===== src/rtl/pic_pkg.sv =====
// Shared types, constants and rotating-priority helpers for the interrupt-controller core.
// Latency: none, declarations and pure functions only.
// Backpressure: not applicable.
package pic_pkg;

  typedef enum logic [1:0] {
    IDLE = 2'd0,
    ACK1 = 2'd1,
    ACK2 = 2'd2,
    ACK3 = 2'd3
  } ack_state_t;

  localparam logic [7:0] CALL_OPCODE = 8'hCD;

  // Rank of a level under the current rotation: 0 is the highest priority.
  function automatic int prio_rank(input int level, input int rot_ptr, input int num_irq);
    return (level - rot_ptr - 1 + num_irq) % num_irq;
  endfunction

  // Level that sits at a given rank under the current rotation.
  function automatic int prio_level(input int rank, input int rot_ptr, input int num_irq);
    return (rot_ptr + 1 + rank) % num_irq;
  endfunction

endpackage


===== src/rtl/pic_control_core_if.sv =====
// CPU-side acknowledge bus: INT request out, INTA strobe in, vector byte with drive enable.
// Latency: wires only.
// Backpressure: none, the CPU paces the sequence with INTA pulses.
interface pic_control_core_if;
  logic       inta_n;
  logic       int_out;
  logic [7:0] data_out;
  logic       data_out_en;

  modport master (
    output inta_n,
    input  int_out,
    input  data_out,
    input  data_out_en
  );

  modport slave (
    input  inta_n,
    output int_out,
    output data_out,
    output data_out_en
  );
endinterface


===== src/rtl/pic_priority_resolver.sv =====
// Finds the highest-priority set bit of a request vector under a rotating priority pointer.
// Latency: combinational.
// Backpressure: not applicable.
module pic_priority_resolver
  import pic_pkg::*;
#(
  parameter  int NUM_IRQ = 8,
  localparam int LVL_W   = $clog2(NUM_IRQ)
) (
  input  logic [NUM_IRQ-1:0] req,
  input  logic [LVL_W-1:0]   rot_ptr,
  output logic               found,
  output logic [LVL_W-1:0]   level
);

  // Walk from lowest to highest priority so the last hit is the winner.
  always_comb begin
    found = |req;
    level = '0;
    for (int r = NUM_IRQ - 1; r >= 0; r--) begin
      if (req[prio_level(r, int'(rot_ptr), NUM_IRQ)]) begin
        level = LVL_W'(prio_level(r, int'(rot_ptr), NUM_IRQ));
      end
    end
  end

endmodule


===== src/rtl/pic_control_core.sv =====
// Interrupt-controller core: request latch, mask, rotating priority, in-service and INTA sequencer.
// Latency: irr 1 cycle after irq edge, int_out 1 cycle later; data byte 1 cycle after INTA edge.
// Backpressure: none; PIC_SPECIAL_MASK_EN enables special mask mode via smm.
module pic_control_core
  import pic_pkg::*;
#(
  parameter  int NUM_IRQ = 8,
  localparam int LVL_W   = $clog2(NUM_IRQ)
) (
  input  logic               clk,
  input  logic               reset_n,
  input  logic [NUM_IRQ-1:0] irq,
  input  logic               ltim,
  input  logic               upm,
  input  logic               aeoi,
  input  logic               auto_rotate,
  input  logic [7:0]         vector_base,
  input  logic [7:0]         vector_high,
  input  logic               imr_we,
  input  logic [NUM_IRQ-1:0] imr_wdata,
  input  logic               eoi_we,
  input  logic               eoi_specific,
  input  logic [LVL_W-1:0]   eoi_level,
  input  logic               eoi_rotate,
  input  logic               smm,
  pic_control_core_if.slave  cpu,
  output logic [NUM_IRQ-1:0] isr,
  output logic [NUM_IRQ-1:0] irr,
  output logic [NUM_IRQ-1:0] imr
);

  localparam logic [NUM_IRQ-1:0] ONE_HOT = {{(NUM_IRQ-1){1'b0}}, 1'b1};

  ack_state_t         state_q, state_d;
  logic [NUM_IRQ-1:0] prev_irq_q, prev_irq_d;
  logic               prev_inta_q, prev_inta_d;
  logic [NUM_IRQ-1:0] irr_q, irr_d;
  logic [NUM_IRQ-1:0] isr_q, isr_d;
  logic [NUM_IRQ-1:0] imr_q, imr_d;
  logic [LVL_W-1:0]   rot_ptr_q, rot_ptr_d;
  logic [LVL_W-1:0]   level_q, level_d;
  logic               spurious_q, spurious_d;
  logic [7:0]         data_out_q, data_out_d;
  logic               data_out_en_q, data_out_en_d;
  logic               int_out_q, int_out_d;

  logic [NUM_IRQ-1:0] req_vec, isr_cmp;
  logic               req_found, isr_found;
  logic [LVL_W-1:0]   req_level, isr_level;
  logic               inta_fall, inta_rise;
  logic [NUM_IRQ-1:0] ack_set, aeoi_clr, eoi_clr;
  logic               seq_end, eoi_hit;
  logic [LVL_W-1:0]   eoi_lvl;
  logic [7:0]         vec;

  assign req_vec   = irr_q & ~imr_q;
  assign inta_fall = prev_inta_q & ~cpu.inta_n;
  assign inta_rise = ~prev_inta_q & cpu.inta_n;

`ifdef PIC_SPECIAL_MASK_EN
  // Masked in-service levels drop out of nesting so lower levels can interrupt them.
  assign isr_cmp = smm ? (isr_q & ~imr_q) : isr_q;
`else
  logic smm_unused;
  assign smm_unused = smm;
  assign isr_cmp    = isr_q;
`endif

  pic_priority_resolver #(.NUM_IRQ(NUM_IRQ)) u_req_res (
    .req     (req_vec),
    .rot_ptr (rot_ptr_q),
    .found   (req_found),
    .level   (req_level)
  );

  pic_priority_resolver #(.NUM_IRQ(NUM_IRQ)) u_isr_res (
    .req     (isr_cmp),
    .rot_ptr (rot_ptr_q),
    .found   (isr_found),
    .level   (isr_level)
  );

  // Acknowledge sequencer: next state, level latch and data byte selection.
  always_comb begin
    state_d       = state_q;
    level_d       = level_q;
    spurious_d    = spurious_q;
    data_out_d    = data_out_q;
    data_out_en_d = data_out_en_q;
    ack_set       = '0;
    seq_end       = 1'b0;
    vec           = vector_base;
    vec[LVL_W-1:0] = level_q;
    case (state_q)
      IDLE: begin
        if (inta_fall) begin
          state_d = ACK1;
          if (req_found) begin
            level_d    = req_level;
            spurious_d = 1'b0;
            ack_set    = ONE_HOT << req_level;
          end else begin
            level_d    = '1;
            spurious_d = 1'b1;
          end
          if (upm) begin
            data_out_d    = 8'h00;
            data_out_en_d = 1'b0;
          end else begin
            data_out_d    = CALL_OPCODE;
            data_out_en_d = 1'b1;
          end
        end
      end
      ACK1: begin
        if (inta_rise) begin
          state_d       = ACK2;
          data_out_d    = 8'h00;
          data_out_en_d = 1'b0;
        end
      end
      ACK2: begin
        if (inta_fall) begin
          data_out_d    = vec;
          data_out_en_d = 1'b1;
        end else if (inta_rise) begin
          data_out_d    = 8'h00;
          data_out_en_d = 1'b0;
          if (upm) begin
            state_d = IDLE;
            seq_end = 1'b1;
          end else begin
            state_d = ACK3;
          end
        end
      end
      ACK3: begin
        if (inta_fall) begin
          data_out_d    = vector_high;
          data_out_en_d = 1'b1;
        end else if (inta_rise) begin
          state_d       = IDLE;
          seq_end       = 1'b1;
          data_out_d    = 8'h00;
          data_out_en_d = 1'b0;
        end
      end
      default: state_d = IDLE;
    endcase
  end

  // In-service clears from EOI and AEOI, plus rotation; EOI rotation overrides AEOI rotation.
  always_comb begin
    eoi_hit  = 1'b0;
    eoi_lvl  = isr_level;
    eoi_clr  = '0;
    aeoi_clr = '0;
    rot_ptr_d = rot_ptr_q;
    // A spurious acknowledge serviced nothing, so it must not retire or rotate a level.
    if (seq_end && aeoi && !spurious_q) begin
      aeoi_clr = ONE_HOT << level_q;
      if (auto_rotate) rot_ptr_d = level_q;
    end
    if (eoi_we) begin
      if (eoi_specific) begin
        eoi_lvl = eoi_level;
        eoi_hit = isr_q[eoi_level];
      end else begin
        eoi_lvl = isr_level;
        eoi_hit = isr_found;
      end
    end
    if (eoi_hit) begin
      eoi_clr = ONE_HOT << eoi_lvl;
      if (eoi_rotate) rot_ptr_d = eoi_lvl;
    end
  end

  // Request, mask and in-service registers, edge history and the CPU interrupt line.
  always_comb begin
    prev_irq_d  = irq;
    prev_inta_d = cpu.inta_n;
    imr_d       = imr_we ? imr_wdata : imr_q;
    irr_d       = ltim ? irq : ((irr_q & ~ack_set) | (irq & ~prev_irq_q));
    isr_d       = (isr_q & ~(eoi_clr | aeoi_clr)) | ack_set;
    int_out_d   = req_found &&
                  (!isr_found ||
                   (prio_rank(int'(req_level), int'(rot_ptr_q), NUM_IRQ) <
                    prio_rank(int'(isr_level), int'(rot_ptr_q), NUM_IRQ)));
  end

  // State register with synchronous active-low reset.
  always_ff @(posedge clk) begin
    if (!reset_n) begin
      state_q       <= IDLE;
      prev_irq_q    <= '0;
      prev_inta_q   <= 1'b1;
      irr_q         <= '0;
      isr_q         <= '0;
      imr_q         <= '1;
      rot_ptr_q     <= LVL_W'(NUM_IRQ - 1);
      level_q       <= '0;
      spurious_q    <= 1'b0;
      data_out_q    <= 8'h00;
      data_out_en_q <= 1'b0;
      int_out_q     <= 1'b0;
    end else begin
      state_q       <= state_d;
      prev_irq_q    <= prev_irq_d;
      prev_inta_q   <= prev_inta_d;
      irr_q         <= irr_d;
      isr_q         <= isr_d;
      imr_q         <= imr_d;
      rot_ptr_q     <= rot_ptr_d;
      level_q       <= level_d;
      spurious_q    <= spurious_d;
      data_out_q    <= data_out_d;
      data_out_en_q <= data_out_en_d;
      int_out_q     <= int_out_d;
    end
  end

  assign cpu.int_out     = int_out_q;
  assign cpu.data_out    = data_out_q;
  assign cpu.data_out_en = data_out_en_q;
  assign isr = isr_q;
  assign irr = irr_q;
  assign imr = imr_q;

endmodule

===== src/flat_wrapper.sv =====
// flat-port wrapper written by rule: the top's interface ports become plain ports
module pic_control_core_flat import pic_pkg::*;
#(
  parameter  int NUM_IRQ = 8,
  localparam int LVL_W   = $clog2(NUM_IRQ)
)
  (clk, reset_n, irq, ltim, upm, aeoi, auto_rotate, vector_base, vector_high, imr_we, imr_wdata, eoi_we, eoi_specific, eoi_level, eoi_rotate, smm, isr, irr, imr, cpu_inta_n, cpu_int_out, cpu_data_out, cpu_data_out_en);
  pic_control_core_if cpu_i ();
  input  logic clk;
  input  logic reset_n;
  input  logic [NUM_IRQ-1:0] irq;
  input  logic ltim;
  input  logic upm;
  input  logic aeoi;
  input  logic auto_rotate;
  input  logic [7:0] vector_base;
  input  logic [7:0] vector_high;
  input  logic imr_we;
  input  logic [NUM_IRQ-1:0] imr_wdata;
  input  logic eoi_we;
  input  logic eoi_specific;
  input  logic [LVL_W-1:0] eoi_level;
  input  logic eoi_rotate;
  input  logic smm;
  output logic [NUM_IRQ-1:0] isr;
  output logic [NUM_IRQ-1:0] irr;
  output logic [NUM_IRQ-1:0] imr;
  input wire logic [$bits(cpu_i.inta_n)-1:0] cpu_inta_n;
  output wire logic [$bits(cpu_i.int_out)-1:0] cpu_int_out;
  output wire logic [$bits(cpu_i.data_out)-1:0] cpu_data_out;
  output wire logic [$bits(cpu_i.data_out_en)-1:0] cpu_data_out_en;
  assign cpu_i.inta_n = cpu_inta_n;
  assign cpu_int_out = cpu_i.int_out;
  assign cpu_data_out = cpu_i.data_out;
  assign cpu_data_out_en = cpu_i.data_out_en;
  pic_control_core #(.NUM_IRQ(NUM_IRQ)) u_core (.clk(clk), .reset_n(reset_n), .irq(irq), .ltim(ltim), .upm(upm), .aeoi(aeoi), .auto_rotate(auto_rotate), .vector_base(vector_base), .vector_high(vector_high), .imr_we(imr_we), .imr_wdata(imr_wdata), .eoi_we(eoi_we), .eoi_specific(eoi_specific), .eoi_level(eoi_level), .eoi_rotate(eoi_rotate), .smm(smm), .cpu(cpu_i), .isr(isr), .irr(irr), .imr(imr));
endmodule

===== config.mk =====
export PLATFORM = sky130hd
export DESIGN_NAME = pic_control_core_flat
export DESIGN_NICKNAME = d
export VERILOG_FILES = /design/src/rtl/pic_pkg.sv /design/src/rtl/pic_control_core_if.sv /design/src/rtl/pic_priority_resolver.sv /design/src/rtl/pic_control_core.sv /design/src/flat_wrapper.sv
export SDC_FILE = /design/constraint.sdc
export NUM_CORES = 1
export LEC_CHECK = 0
export CAP_MARGIN = 5
export CELL_PAD_IN_SITES_DETAIL_PLACEMENT = 0
export CELL_PAD_IN_SITES_GLOBAL_PLACEMENT = 1
export CORE_ASPECT_RATIO = 1.5
export CORE_UTILIZATION = 44
export DETAILED_ROUTE_END_ITERATION = 12
export HOLD_SLACK_MARGIN = 0.03
export PLACE_DENSITY = 0.95
export SETUP_SLACK_MARGIN = 0.15
export SYNTH_ARGS = -nofsm -noshare
export SYNTH_HDL_FRONTEND = slang
export SYNTH_SLANG_ARGS = --single-unit

===== constraint.sdc =====
create_clock -name clk -period 13.4 [get_ports clk]
set_clock_uncertainty 0.1 [all_clocks]
set_input_delay 2.68 -clock clk [delete_from_list [all_inputs] [get_ports clk]]
set_output_delay 2.68 -clock clk [all_outputs]
set_load 0.1 [all_outputs]

# Yosys cells after proc, flatten, opt, wreduce, memory -nomap -nowiden

Index checks and enable logic that the tools add are counted.

Flip-flop bits (word level): 52
Input bits: 47
Output and inout port bits: 34
Logic and storage cells: 202

Add/subtract/negate cells: 14
$lt $le $gt $ge: 10
Equality and inequality tests: 9
Shift-type cells: 3
Mux-type cells: 107
Bitwise gates (word level): 25
Reduce and logical (&&, ||, !) cells: 22

Operators with widths:

| kind                                                       | count |
|---|---|
| adder 32 x 4 -> 32 bit, second input constant              | 4 |
| two-way mux 8 bit                                          | 11 |
| two-way mux 3 bit                                          | 23 |
| adder 32 x 3 -> 32 bit, second input constant              | 2 |
| adder 32 x 5 -> 32 bit, second input constant              | 2 |
| subtractor 32 x 2 -> 32 bit, second input constant         | 2 |
| binary-select mux 1 bit (select 3 bit)                     | 17 |
| two-way mux 1 bit                                          | 45 |
| less-than comparator 4 x 5 -> 1 bit, second input constant | 8 |
| adder 32 x 2 -> 32 bit, second input constant              | 1 |
| bitwise AND 8 bit                                          | 4 |
| NOT 8 bit                                                  | 4 |
| case mux 8 bit (4 select lines)                            | 1 |
| OR reduction 3 bit                                         | 10 |
| bitwise OR 8 bit                                           | 3 |
| left shift 1 x 3 -> 8 bit, first input constant            | 3 |
| OR reduction 8 bit                                         | 2 |
| two-way mux 2 bit                                          | 7 |
| bitwise AND 1 bit                                          | 11 |
| inequality test 2 x 1 -> 1 bit, second input constant      | 4 |
| case mux 2 bit (4 select lines)                            | 1 |
| subtractor 3 x 3 -> 4 bit                                  | 2 |
| AND reduction 6 bit                                        | 1 |
| adder 3 x 1 -> 4 bit, second input constant                | 1 |
| 15 further kinds                                           | 21 |

# Depth between registers and ports, before layout

Gate-level depths: netlist of run 1.

Word-level depth: 23
Gate-level depth with buffers: 28
Gate-level depth less buffers: 23

# Modules after synthesis

From an unflattened synthesis of run 1, not the netlist that was laid out.

Cells, all modules: 545
Area, all modules: 4877.2 µm²

By module, submodules not included:

| module                                   | instances | cells each | area each (µm²) | sequential area each (µm²) |
|---|---|---|---|---|
| pic_control_core                         | 1         | 338        | 2885.3          | 1041.0 |
| pic_priority_resolver (u_core.u_isr_res) | 1         | 103        | 1046.0          | 0.0 |
| pic_priority_resolver (u_core.u_req_res) | 1         | 104        | 945.9           | 0.0 |

# Worst setup path before layout of run 1

Ideal clock, no wire load.

Path type: register to register
From: register u_core.rot_ptr_q[0]
To: register u_core.int_out_q, in the netlist u_core.cpu.int_out
Library setup time: 0.078 ns
Arrival time: 5.094 ns
Data required time: 13.222 ns
Setup slack: 8.128 ns
Stages on the path, launching flop included: 23
Path buffers: 3
Period minus slack after synthesis: 5.272 ns
Path through: dfxtp_1 -> buf_6 -> inv_1 -> clkbuf_1 -> ha_1 -> buf_6 -> mux4_2 -> mux2_2 -> o31ai_1 -> nor3_1 -> a211o_1 -> a21boi_0 -> fa_1 -> inv_1 -> ha_1 -> xor2_1 -> xnor2_1 -> a2111oi_0 -> nand2_1 -> ha_1 -> o21ai_0 -> a31oi_1 -> nor3_1

Word-level cells in the longest chain between the ends: 21
Elaborated cells between the ends (all ways): 85
Those cells by class: 14 x add/sub; 1 x order compare; 64 x mux; 2 x bitwise; 4 x reduce/logical

Ends and longest elaborated chain:

| what                                                 | RTL line                    | source |
|---|---|---|
| from (decl)                                          | pic_control_core.sv:40      | `logic [LVL_W-1:0] rot_ptr_q, rot_ptr_d;` |
| from (signal assigned)                               | pic_control_core.sv:201     | `rot_ptr_q <= LVL_W'(NUM_IRQ - 1);` |
| from (signal assigned)                               | pic_control_core.sv:214     | `rot_ptr_q <= rot_ptr_d;` |
| adder 3 x 1 -> 4 bit                                 | pic_pkg.sv:22               | `return (rot_ptr + 1 + rank) % num_irq;` |
| adder 32 x 4 -> 32 bit                               | pic_pkg.sv:22               |  |
| binary-select mux 1 bit (select 3 bit)               | pic_priority_resolver.sv:21 | `if (req[prio_level(r, int'(rot_ptr), NUM_IRQ)]) begin` |
| two-way mux 1 bit (not written as such) (2 in a row) | pic_priority_resolver.sv:21 |  |
| two-way mux 3 bit (8 in a row)                       | pic_priority_resolver.sv:21 |  |
| subtractor 3 x 3 -> 4 bit                            | pic_pkg.sv:17               | `return (level - rot_ptr - 1 + num_irq) % num_irq;` |
| subtractor 32 x 2 -> 32 bit                          | pic_pkg.sv:17               |  |
| adder 32 x 5 -> 32 bit                               | pic_pkg.sv:17               |  |
| OR reduction 3 bit (no source line)                  | -                           |  |
| bitwise AND 1 bit (no source line)                   | -                           |  |
| less-than comparator 4 bit *                         | pic_control_core.sv:188     | `(prio_rank(int'(req_level), int'(rot_ptr_q), NUM_IRQ) <` |
| logical OR 1 bit *                                   | pic_control_core.sv:187     | `(!isr_found \|\|` |
| logical AND 1 bit *                                  | pic_control_core.sv:186     | `int_out_d = req_found &&` |
| to (signal assigned)                                 | pic_control_core.sv:219     | `int_out_q <= int_out_d;` |
| to (decl)                                            | pic_control_core.sv:45      | `logic int_out_q, int_out_d;` |

Mark *: on every way between the ends. The rest lies on a longest branch, timed or not. The select of a mux whose other input is x is not followed.
A chain may end at the register's enable or synchronous reset.

# Worst setup path after layout of run 1

Ends and elaborated chain as after synthesis.

==> impl_metrics.csv, run 1 <==
group,metric,value,unit
setup_path,cpMostUsedCell,"inv_1",
synth,ys_seq_area_frac,0.217,
sta,setup_viol,0,
global_routing,antenna_found_initial,0,
finish,design_area,5740,µm²
clock_network,cts_resized,0,
placement,placed_area,5600,µm²
finish,syn2layout_area_growth,19.7,%
sta,worst_pin_slew,1.01,ns
job,cap_viol_max_count,0,
clock_network,cts_tree,"built",
clock_network,cts_root_buf,"clkbuf_16",
synth,synth_ff_type,"dfxtp_1",
power_and_ir_drop,total_power,0.000609,W
drt,drt-vias-per-instance,6.17,
global_routing,grt_remaining_overflow,0,
setup_path,worst_setup_path_start_kind,"flop",
synth,yosys.area.top_type_share,0.217,
sta,grt_setup_unrepaired,"no",
finish,num_antenna_cells,0,
clock_network,insertion_delay,0.29,ns
placement,gp_congestion,0.886,
synth,yosys.cell_types.count,77,
floorplan,die_x,87.2,µm
min_path,min_path_type,"flop to flop",
setup_path,critPathCaptureType,"flop",
global_routing,grt_pass1_vias,4632,
clock_network,cts_sinks,52,
drt,drt-total-wl,14.0,mm
setup_path,required,13.46,ns
global_routing,grt_pass1_wl,22.6,mm
placement,pre_cts_ws,6.50,ns
finish,regArea,1040,µm²
sta,whs,0.358,ns
drt,ant_nets,0,
sta,final.min_clock_period,7.00,ns
sta,period_share,0.522,
sta,finalHoldViolCount,0,
sta,fin_ws,6.40,ns
drt,dr.pass1.iters,5,
setup_path,crit_slowest_cell,"o2bb2ai_1",
sta,max_freq,0.143,GHz
synth,yosys_warnings,0,
power_and_ir_drop,leakagePower,2.17,nW
power_and_ir_drop,peakVddDrop,109,µV
finish,drive_above_1_share,0.0934,
floorplan,num_rows,46,
clock_network,cts_setup_buffers,0,
finish,n_fill_cell,1021,
synth,synthArstFlopShare,0,
drt,vias,4721,
synth,ys_seq_elements,52,
floorplan,fp.dieH,130,µm
sta,maxSlewHeadroom,0.324,
placement,hpwl,10.5,mm
floorplan,coreArea,10600,µm²
setup_path,crit_path_max_fanout,56,
clock_network,clkTransAtPathRegs,0.07,ns
power_and_ir_drop,power_density,106,nW/µm²
setup_path,worstSetupPathType,"flop to flop",
synth,synth_area,4800,µm²
drt,drtIter0Drc,443,
finish,multi_input_area,3480,µm²
synth,synthTopCellsByArea,"dfxtp_1 (22%), mux4_2 (9.9%), mux2i_1 (7.1%)",
setup_path,crit_chain,"buf_4 -> inv_1 -> ha_2 -> buf_4 -> inv_2 -> mux4_2 -> nor2_1 -> o311ai_0 -> a21oi_1 -> o2bb2ai_1 -> inv_1 -> ha_1 -> inv_1 -> fa_1 -> inv_1 -> ha_1 -> xnor2_1 -> xnor2_1 -> o2111a_1 -> ha_1 -> o21ai_0 -> a31oi_1 -> nor3_1",
setup_path,crit_arrival,7.06,ns
clock_network,cts_buffer_depth,2,
drt,wl_per_cell,18.3,µm
floorplan,initial_core_util,0.453,
sta,fin_setup_tns,0,ns
synth,syn_nets,636,
drt,drc_errors,0,
synth,netlist_instances,572,
run_status,status,"completed",
floorplan,dieArea,11300,µm²
floorplan,num_io_pins,81,
global_routing,track_usage,0.252,
global_routing,grt_start_max_net_pins,57,
clock_network,numCtsBuffers,5,
synth,synth_edf_count,0,
sta,maxSlewViolCount,0,
finish,nNetsFinal,684,
clock_network,htreeDepth,2,
clock_network,ctsHoldBuffers,0,
setup_path,max_stage_delay,0.81,ns
synth,synth_area_leader_cell,"dfxtp_1",
synth,syn_area_per_cell,8.38,µm²
placement,place.port_buffers,76,
per-layer routing:
metal / routed length [µm] / global-route usage / vias to the layer above / part of all wire
li1: - / - / 2255 / -
met1: 5520 / 0.286 / 2281 / 0.39
met2: 7560 / 0.477 / 150 / 0.54
met3: 541 / 0.0291 / 35 / 0.039
met4: 388 / 0.0868 / 0 / 0.028
met5: 0 / 0 / - / 0
path summary, 6_finish.rpt:
kind,startpoint,endpoint,slack [ns],cells past startpoint
max,u_core.rot_ptr_q[0]$_SDFF_PN1_,u_core.cpu.int_out$_SDFF_PN0_,6.40,23
min,u_core.cpu.data_out[1]$_SDFFE_PN0N_,u_core.cpu.data_out[1]$_SDFFE_PN0N_,0.36,2
max reg2reg,u_core.rot_ptr_q[0]$_SDFF_PN1_,u_core.cpu.int_out$_SDFF_PN0_,6.40,23
min reg2reg,u_core.cpu.data_out[1]$_SDFFE_PN0N_,u_core.cpu.data_out[1]$_SDFFE_PN0N_,0.36,2
cells in the mapped netlist (10+ instances only):
library cell,n
and2_1,11
ha_1,15
mux2i_1,34
o21ai_0,25
clkbuf_1,27
nand3_1,16
nand2_1,59
dfxtp_1,52
inv_1,22
nor2b_1,13
a21oi_1,36
a32o_1,10
nand2b_1,14
mux2_2,10
nor2_1,33
nor3_1,19
mux4_2,21
stage by stage:
step / util / instances
detailed placement: 0.528 / 757
global placement: 0.528 / 757
CTS: 0.542 / 765
finish: 0.542 / 765
global route: 0.542 / 765
floorplan: - / 572
cells by family after synthesis:
| kind of cell | share of synthesized area |
|---|---|
| compound gates | 0.210 |
| simple gates | 0.241 |
| buf+inv | 0.0587 |
| mux | 0.201 |
| flops | 0.217 |
| fa+ha+maj | 0.0475 |
| xor+xnor | 0.0243 |
report_power, final:
group	switching (W)	internal, W	leakage [nW]	total [W]
clock network	0.0000575	0.0000698	0.0712	0.000127
logic	0.000187	0.000115	1.67	0.000303
registers	0.0000145	0.000165	0.429	0.000179
total	0.000259	0.000350	2.17	0.000609
layout make-up:
cell class	instances	area share
multi-input combinational	454	0.606
sequential	52	0.181
timing repair buffer	82	0.140
tap	144	0.0314
clock buffer	6	0.0225
inverter	25	0.0164
clock inverter	2	0.00240
worst max-delay path, delay by kind of cell (launching register included):
kind            cells  cell delay, ns
mux                 1            0.48
flops               1            0.31
fa+ha+maj           5            1.56
buf+inv             7            2.05
simple gates        2            0.15
compound gates      6            1.91
xor+xnor            2            0.24
registers in the layout, summed over array words and instances, names as in the netlist:
name and count:
u_core.cpu.data_out_en 1, u_core.imr 8, u_core.rot_ptr_q 3, u_core.prev_irq_q 8, u_core.state_q 2, u_core.cpu.data_out 8, u_core.irr 8, u_core.isr 8
u_core.prev_inta_q 1, u_core.level_q 3, u_core.spurious_q 1, u_core.cpu.int_out 1
cell usage in the layout, fill, tap and decap left out, drive strengths merged, types with 4 or more instances in the layout:
cell type / count
buf: 6
clkdlybuf4s50: 76
xnor2: 5
nand2: 59
o21ai: 25
nor2: 33
nand2b: 14
nand3b: 6
mux2: 10
and2: 11
a21boi: 4
a211oi: 7
mux2i: 35
nand4: 8
nor3b: 4
mux4: 22
nor2b: 13
o31ai: 8
a32o: 10
nand4b: 4
dfxtp: 52
nor4b: 5
a21oi: 36
nand3: 17
clkbuf: 6
nor3: 19
ha: 15
o22ai: 6
inv: 25
nor4: 6
a31oi: 9
No activity file was read; power rests on OpenSTA's default activity.
==> run 2, diff against run 1 <==
- CORE_UTILIZATION: 44 -> 37
- PLACE_DENSITY: 0.95 -> 0.88
- clock period: 13.4 -> 5.8 ns (I/O delays scaled with it)
==> impl_metrics.csv, run 2 (same netlist as run 1, synthesis figures left out) <==
group,metric,value,unit
sta,maxSlewHeadroom,0.278,
setup_path,worstSetupPathType,"flop to flop",
global_routing,grt_pass1_vias,4809,
setup_path,max_stage_delay,0.53,ns
sta,max_freq,0.190,GHz
sta,period_share,0.908,
clock_network,cts_sinks,52,
placement,gp_congestion,0.932,
clock_network,ctsHoldBuffers,0,
min_path,min_path_type,"flop to flop",
placement,hpwl,11.2,mm
setup_path,crit_slowest_cell,"xnor3_1",
sta,whs,0.367,ns
sta,worst_pin_slew,1.07,ns
floorplan,die_x,95.0,µm
power_and_ir_drop,peakVddDrop,235,µV
placement,place.port_buffers,76,
drt,ant_nets,0,
clock_network,insertion_delay,0.30,ns
setup_path,required,5.87,ns
power_and_ir_drop,power_density,246,nW/µm²
finish,mostFrequentLayoutCells,"clkdlybuf4s50_1 (76), nand2_1 (59), dfxtp_1 (52), a21oi_1 (36), nor2_1 (33)",
global_routing,antenna_found_initial,0,
drt,vias,4881,
clock_network,cts_tree,"built",
floorplan,num_io_pins,81,
sta,grt_setup_unrepaired,"no",
setup_path,critPathCaptureType,"flop",
job,cap_viol_max_count,0,
finish,nNetsFinal,694,
floorplan,dieArea,13400,µm²
global_routing,grt_pass1_wl,23.8,mm
drt,drtIter0Drc,355,
setup_path,cpMostUsedCell,"ha_1",
drt,drc_errors,0,
setup_path,crit_path_max_fanout,22,
sta,fin_setup_tns,0,ns
drt,drt-vias-per-instance,6.20,
finish,design_area,5840,µm²
floorplan,fp.dieH,141,µm
clock_network,cts_root_buf,"clkbuf_16",
finish,num_antenna_cells,0,
sta,maxSlewViolCount,0,
drt,dr.pass1.iters,6,
floorplan,num_rows,50,
sta,final.min_clock_period,5.27,ns
global_routing,grt_start_max_net_pins,37,
clock_network,numCtsBuffers,5,
clock_network,htreeDepth,2,
global_routing,grt_remaining_overflow,0,
finish,syn2layout_area_growth,21.8,%
drt,drt-total-wl,14.4,mm
sta,setup_viol,0,
finish,drive_above_1_share,0.113,
run_status,status,"completed",
clock_network,clkTransAtPathRegs,0.07,ns
setup_path,crit_chain,"buf_4 -> ha_1 -> buf_4 -> xnor3_1 -> mux2i_1 -> o31ai_1 -> nor3_1 -> a211o_1 -> a21boi_0 -> fa_1 -> inv_1 -> ha_1 -> xor2_1 -> xnor2_1 -> a2111oi_0 -> nand2_1 -> ha_1 -> o21ai_0 -> a31oi_1 -> nor3_1",
floorplan,initial_core_util,0.381,
power_and_ir_drop,leakagePower,2.21,nW
finish,layout_commonest_cell,"clkdlybuf4s50_1",
floorplan,coreArea,12600,µm²
drt,wl_per_cell,18.3,µm
setup_path,crit_arrival,5.34,ns
sta,finalHoldViolCount,0,
clock_network,cts_buffer_depth,2,
global_routing,track_usage,0.224,
setup_path,worst_setup_path_start_kind,"flop",
placement,placed_area,5690,µm²
[run 2: path summary, 6_finish.rpt]
kind / from / to / slack (ns) / cells after the start
setup / recovery: u_core.rot_ptr_q[0]$_SDFF_PN1_ / u_core.cpu.int_out$_SDFF_PN0_ / 0.53 / 20
hold / removal: u_core.cpu.data_out[1]$_SDFFE_PN0N_ / u_core.cpu.data_out[1]$_SDFFE_PN0N_ / 0.37 / 2
setup reg to reg: u_core.rot_ptr_q[0]$_SDFF_PN1_ / u_core.cpu.int_out$_SDFF_PN0_ / 0.53 / 20
hold reg to reg: u_core.cpu.data_out[1]$_SDFFE_PN0N_ / u_core.cpu.data_out[1]$_SDFFE_PN0N_ / 0.37 / 2
[run 2: what timing repair did]
item	in CTS	in global routing
setup buffers	0	0
gates resized for setup	0	2
hold endpoints to repair	0	0
setup endpoints to repair	0	1
[run 2: area by class of cell]
| type | count | area (µm²) |
|---|---|---|
| multi-input combinational | 454 | 3480 |
| clock inverter | 3 | 21.3 |
| inverter | 25 | 93.8 |
| tap | 156 | 195 |
| sequential | 52 | 1040 |
| clock buffer | 5 | 125 |
| fill | 1198 | 6730 |
| timing repair buffer | 92 | 881 |
[run 2: critical path: cells and delay by family (launching register included)]
| kind | cells | cell delay (ns) |
|---|---|---|
| AOI/OAI and AO/OA | 6 | 1.59 |
| adders and majority gates | 4 | 1.16 |
| xor gates and xnor gates | 3 | 0.86 |
| buffers and inverters | 3 | 0.63 |
| DFF | 1 | 0.33 |
| and+or+nand+nor | 3 | 0.25 |
| muxes | 1 | 0.19 |
[run 2: power by group]
part | leakage [nW] | internal [W] | switching, W
logic | 1.71 | 0.000278 | 0.000445
registers | 0.429 | 0.000381 | 0.0000319
clock network | 0.0702 | 0.000161 | 0.000141
[run 2: metrics by stage]
| step | setup WS [ns] | instances | power [W] | util |
|---|---|---|---|---|
| floorplan | 0.528 | 572 | 0.000946 | - |
| global placement | 0.671 | 779 | 0.00112 | 0.452 |
| detailed placement | 0.513 | 779 | 0.00114 | 0.452 |
| CTS | 0.498 | 787 | 0.00144 | 0.464 |
| global route | 0.172 | 787 | 0.00153 | 0.464 |
| finish | 0.531 | 787 | 0.00144 | 0.464 |
[run 2: routing by layer]
layer / vias to the layer above / part of all wire / track usage
met4: 0 / 0.046 / 0.116
met2: 205 / 0.53 / 0.406
met1: 2345 / 0.37 / 0.250
met5: - / 0 / 0
met3: 52 / 0.049 / 0.0268
li1: 2279 / - / -
